### config.mk
export PLATFORM = sky130hd
export DESIGN_NAME = digit_scan_ctrl
export DESIGN_NICKNAME = d
export VERILOG_FILES = /design/src/rtl/digit_scan_ctrl.sv
export SDC_FILE = /design/constraint.sdc
export NUM_CORES = 1
export LEC_CHECK = 0
export CORE_MARGIN = 2
export CORE_UTILIZATION = 40
export CTS_CLUSTER_DIAMETER = 80
export DETAILED_ROUTE_END_ITERATION = 10
export PLACE_DENSITY = 0.61
export SYNTH_ARGS = -nofsm -noshare
export SYNTH_HDL_FRONTEND = slang
export SYNTH_SLANG_ARGS = --single-unit
### constraint.sdc
create_clock -name clk -period 1.8 [get_ports clk]
set_input_delay 0.18 -clock clk [delete_from_list [all_inputs] [get_ports clk]]
set_output_delay 0.18 -clock clk [all_outputs]
set_load 0.005 [all_outputs]
### src/rtl/digit_scan_ctrl.sv
// Multiplexed 4-digit BCD scan driver with a frame-synchronous double-dabble converter; outputs are combinational from state.
// Latency: value sampled at frame_tick N appears from the frame after frame_tick N+1; no backpressure, free-running scan.
module digit_scan_ctrl #(
    parameter int TICK_DIV  = 50000,
    parameter int BLANK_CYC = 100
) (
    input  logic        clk,
    input  logic        reset,
    input  logic [13:0] value,
    input  logic        lzb,
    output logic        A,
    output logic        B,
    output logic        C,
    output logic        D,
    output logic [3:0]  dig_en,
    output logic        frame_tick
);

    localparam int CNT_W = $clog2(TICK_DIV);
    localparam logic [CNT_W-1:0] SLOT_LAST = CNT_W'(TICK_DIV - 1);
    localparam logic [CNT_W-1:0] BLANK_V   = CNT_W'(BLANK_CYC);

    typedef enum logic [1:0] {
        IDLE  = 2'd0,
        SHIFT = 2'd1,
        DONE  = 2'd2
    } conv_state_t;

    logic [CNT_W-1:0] r_slot_cnt;
    logic [1:0]       r_dig_idx;
    logic [15:0]      r_disp;
    logic [15:0]      r_shadow;
    logic [15:0]      r_bcd;
    logic [13:0]      r_bin;
    logic [3:0]       r_shift_cnt;
    conv_state_t      r_state;
    conv_state_t      w_state_nxt;

    logic             w_slot_wrap;
    logic             w_frame_tick;
    logic             w_blank;
    logic [13:0]      w_value_sat;
    logic [15:0]      w_bcd_adj;
    logic [3:0]       w_cur_digit;
    logic [3:0]       w_sup;

    assign w_slot_wrap  = (r_slot_cnt == SLOT_LAST);
    assign w_frame_tick = w_slot_wrap && (r_dig_idx == 2'd3);
    assign w_value_sat  = (value > 14'd9999) ? 14'd9999 : value;

    generate
        if (BLANK_CYC == 0) begin : g_no_blank
            assign w_blank = 1'b0;
        end else begin : g_blank
            assign w_blank = (r_slot_cnt < BLANK_V);
        end
    endgenerate

    always_ff @(posedge clk) begin
        if (reset) begin
            r_slot_cnt <= '0;
            r_dig_idx  <= 2'd0;
        end else if (w_slot_wrap) begin
            r_slot_cnt <= '0;
            r_dig_idx  <= r_dig_idx + 2'd1;
        end else begin
            r_slot_cnt <= r_slot_cnt + CNT_W'(1);
        end
    end

    // Display loads the previous conversion result on the same edge a new capture starts.
    always_ff @(posedge clk) begin
        if (reset) begin
            r_disp <= '0;
        end else if (w_frame_tick) begin
            r_disp <= r_shadow;
        end
    end

    always_ff @(posedge clk) begin
        if (reset) begin
            r_state <= IDLE;
        end else begin
            r_state <= w_state_nxt;
        end
    end

    always_comb begin
        w_state_nxt = r_state;
        case (r_state)
            IDLE:    if (w_frame_tick) w_state_nxt = SHIFT;
            SHIFT:   if (r_shift_cnt == 4'd13) w_state_nxt = DONE;
            DONE:    w_state_nxt = IDLE;
            default: w_state_nxt = IDLE;
        endcase
    end

    always_comb begin
        w_bcd_adj = r_bcd;
        for (int i = 0; i < 4; i++) begin
            if (r_bcd[4*i +: 4] >= 4'd5) begin
                w_bcd_adj[4*i +: 4] = r_bcd[4*i +: 4] + 4'd3;
            end
        end
    end

    always_ff @(posedge clk) begin
        if (reset) begin
            r_bin       <= '0;
            r_bcd       <= '0;
            r_shift_cnt <= '0;
            r_shadow    <= '0;
        end else begin
            case (r_state)
                IDLE: begin
                    if (w_frame_tick) begin
                        r_bin       <= w_value_sat;
                        r_bcd       <= '0;
                        r_shift_cnt <= '0;
                    end
                end
                SHIFT: begin
                    r_bcd       <= {w_bcd_adj[14:0], r_bin[13]};
                    r_bin       <= {r_bin[12:0], 1'b0};
                    r_shift_cnt <= r_shift_cnt + 4'd1;
                end
                DONE: begin
                    r_shadow <= r_bcd;
                end
                default: begin
                end
            endcase
        end
    end

    // Digit k is blanked when it and every higher digit are zero; the ones digit always shows.
    assign w_sup[0] = 1'b0;
    assign w_sup[1] = lzb && (r_disp[15:4]  == 12'd0);
    assign w_sup[2] = lzb && (r_disp[15:8]  == 8'd0);
    assign w_sup[3] = lzb && (r_disp[15:12] == 4'd0);

    assign w_cur_digit = r_disp[{r_dig_idx, 2'b00} +: 4];

    always_comb begin
        dig_en = 4'b0000;
        if (!reset && !w_blank) begin
            dig_en = (4'b0001 << r_dig_idx) & ~w_sup;
        end
    end

    assign {A, B, C, D} = reset ? 4'b0000 : w_cur_digit;
    assign frame_tick   = !reset && w_frame_tick;

endmodule

==> impl_metrics.yaml <==
worst_setup_path:
  path_class: "register to output pin"
  crit_path_cell_trace: "or4_4 -> o31a_1 -> and3_1 -> buf_2"
  endpoint_kind: "output pin"
  path_buf_inv: 1
  path_max_fanout: 4
  crit_slowest_cell: "or4_4"
  critPathMaxStageDelay_ns: 0.54
  crit_required_ns: 1.62
  cp-start-kind: "register"
  crit_family: "simple AND/OR/NAND/NOR gates"
  cp.arrival_ns: 1.88
timing:
  setup_viol: 73
  grt_setup_unrepaired: "yes"
  fin_ws_ns: -0.2640
  clock_skew_ns: 0.01079
  max_freq_mhz: 484.5
  fin_crit_ns: 2.064
  max_slew_margin_pct: 57.44
  hold_violations: 0
  worstMarginPinSlew_ns: 0.6302
  finalMaxSlewViolations: 0
  fin_crit_sh_pct: 114.7
layout:
  multi_input_area_um2: 2640
  fin_area_um2: 5719
  num_antenna_cells: 0
  drive_above_1_share_pct: 24.92
  num-nets-final: 621
  fillerInstances: 1007
  area_growth_pct: 30.49
  seqCellArea_um2: 1724
route:
  via_per_inst: 5.604
  wl_met2_um: 5817
  num_vias: 4113
  wl_um: 11360
  wl_met3_um: 280
  drt-met1-wl_um: 5074
  drtIter0Drc: 183
  final_antenna_net_count: 0
  route.detailed.drc: 0
  highest_layer: "met4"
  wl_per_cell_um: 15.48
  dr.pass1.iters: 5
job:
  cap_violations: 0
clocking:
  ctsHoldBuffers: 0
  clk_path_buf_depth: 2
  clock_sinks: 86
  root_buffer: "clkbuf_8"
  cts_made_buffers: 9
  tritoncts: "done"
  clk_latency_ns: 0.37
  clk_pin_slew_ns: 0.10
  htree_levels: 3
yosys:
  async_flop_share_pct: 0
  synth_area_per_cell_um2: 8.333
  ys_ff_latch: 86
  yosys.area_share.simple_pct: 21.58
  seq_area_frac_synth_pct: 39.28
  synthAdderAreaFrac_pct: 4.282
  synth_edf_count: 0
  synth_top_family_by_area: "simple AND/OR/NAND/NOR gates"
  synth_flop_cell: "dfxtp_1"
  syn-instance-count: 526
  synth_mux_area_share_pct: 2.284
  syn_area_um2: 4383
  yosys_warnings: 0
  synthXorXnorAreaFrac_pct: 4.596
  synth-compound-area-share_pct: 21.52
  synth.net_count: 558
  synth_cell_types: 53
power:
  irDropWorstVdd_mv: 0.4009
  p_switching_uw: 836.0
  pwr-share-comb_pct: 4.5
  power.leakage_nw: 2.022
  p_int_mw: 2.764
  clkPwrFrac_pct: 42.5
  sw_frac_of_total_pct: 23.22
  power.density_nw_per_um2: 629.4
  pwr-share-seq_pct: 53.0
  total_power_mw: 3.600
place:
  gp_congestion: 0.8706
  dpl.hpwl_um: 7745
  port-buffer-count: 25
  place_area_um2: 5102
  place_ws_ns: -0.1859
floorplanning:
  num_rows: 38
  num_io_pins: 26
  start_util_pct: 40.79
  dieArea_um2: 11810
  fp.dieH_um: 108.7
  core-area_um2: 10750
  die_w_um: 108.7
grt:
  grt_pass1_vias: 3882
  grt_max_degree: 60
  grt_pass1_wl_um: 18460
  gr-total-overflow: 0
  antenna_found_initial: 0
  gr-usage-all-layers_pct: 19.90
hold_path:
  worstHoldPathType: "primary input to register"
status:
  status: "finished with violations"
  violations: "negative setup slack"
==> metrics by stage <==
| stage | hold slack, ns | std cells | util, % | TNS (ns) |
|---|---|---|---|---|
| 2_1_floorplan | 0.3556 | 526 | - | -0.007161 |
| 3_3_place_gp | 0.4497 | 708 | 47.48 | -1.881 |
| 3_5_place_dp | 0.4525 | 708 | 47.48 | -2.715 |
| 4_1_cts | 0.2869 | 733 | 51.84 | -9.502 |
| 5_1_grt | 0.3097 | 734 | 53.23 | -13.79 |
| 6_report | 0.2967 | 734 | 53.23 | -9.300 |
==> sequential cells by signal (all words and copies together) (netlist names) <==
name         flops
r_shift_cnt      4
r_bcd           16
r_shadow        16
r_bin           14
r_disp          16
r_dig_idx        2
r_slot_cnt      16
r_state          2
==> worst min-delay path: stages <==
cell	delay (ns)
buf_2	0.12
buf_12	0.18
a21oi_1	0.13
==> placed cells by master, fill, tap and decap left out, types with 4 or more instances in the layout <==
master,netlist,layout
clkdlybuf4s50_1,0,15
a21oi_1,48,48
a211o_1,4,4
inv_1,28,28
and2_1,9,7
buf_2,7,8
nor3_1,13,9
nor2_1,31,30
dfxtp_1,86,84
buf_12,0,6
mux4_2,4,4
a31oi_1,4,4
nand3_1,17,16
ha_1,15,15
buf_6,1,9
o21ai_0,31,14
nand2_1,47,47
or3_1,7,7
clkbuf_8,0,9
o21ai_2,0,15
nand2b_1,5,5
xnor2_1,18,18
xor2_1,5,5
buf_4,1,53
nor4_1,15,9
nand4_1,22,22
o211ai_1,15,15
o221a_2,5,5
nor4_4,0,6
a211oi_1,12,10
==> layout make-up <==
cell class / count / area share [%]
Sequential cell: 86 / 30.15
Clock buffer: 9 / 2.166
Multi-Input combinational cell: 370 / 46.16
Inverter: 29 / 1.903
Clock inverter: 7 / 1.706
Timing Repair Buffer: 93 / 14.85
Tap cell: 140 / 3.063
==> cell usage after synthesis (5+ instances only) <==
library cell  count  area [um2]
dfxtp_1          86        1722
a21oi_1          48       240.2
nand2_1          47       176.4
nor2_1           31       116.4
o21ai_0          31       155.2
clkbuf_1         30       112.6
inv_1            28       105.1
nand4_1          22       137.6
xnor2_1          18       157.7
nand3_1          17       85.08
ha_1             15       187.7
nor4_1           15       93.84
o211ai_1         15       112.6
nor3_1           13       65.06
a211oi_1         12       90.09
and2_1            9       56.30
buf_2             7       35.03
or3_1             7       43.79
nand2b_1          5       31.28
o221a_2           5       56.30
xor2_1            5       43.79
==> cell families after synthesis <==
group | count (synthesis)
and+or+nand+nor | 183
AOI/OAI and AO/OA | 144
DFF | 86
adders and majority gates | 15
buffers and inverters | 70
xor gates and xnor gates | 23
muxes | 5
==> layer usage <==
metal | vias to the layer above | track usage [%]
met5 | - | 0
met4 | 0 | 7.326
met3 | 17 | 2.630
met2 | 60 | 34.91
met1 | 1994 | 24.91
li1 | 2042 | -
==> timing repair <==
item	4_1_cts	5_1_grt
resized for setup	90	28
setup endpoints to repair	70	92
pin swaps	28	21
gates cloned	0	1
setup buffers	9	0
endpoints found under the hold margin	0	0
==> path summary, 6_finish.rpt <==
kind                                    start           to  slack, ns  cells after the start
worst max-delay path            r_slot_cnt[7]    dig_en[3]      -0.26                      4
worst min-delay path                    reset     r_bcd[8]       0.30                      3
worst max register to register  r_slot_cnt[7]     r_bcd[5]      -0.21                      7
worst min register to register    r_shadow[9]  r_shadow[9]       0.46                      2
==> power groups by stage <==
stage | Combinational, mW | Clock, mW | Sequential, mW
after floorplan | 0.0681 | 0 | 1.96
after global placement | 0.146 | 0 | 1.95
after detailed placement | 0.149 | 0 | 1.95
after CTS | 0.157 | 1.55 | 1.91
after global routing | 0.176 | 1.64 | 1.91
final | 0.161 | 1.53 | 1.91
Power figures use the tool's default switching activity.
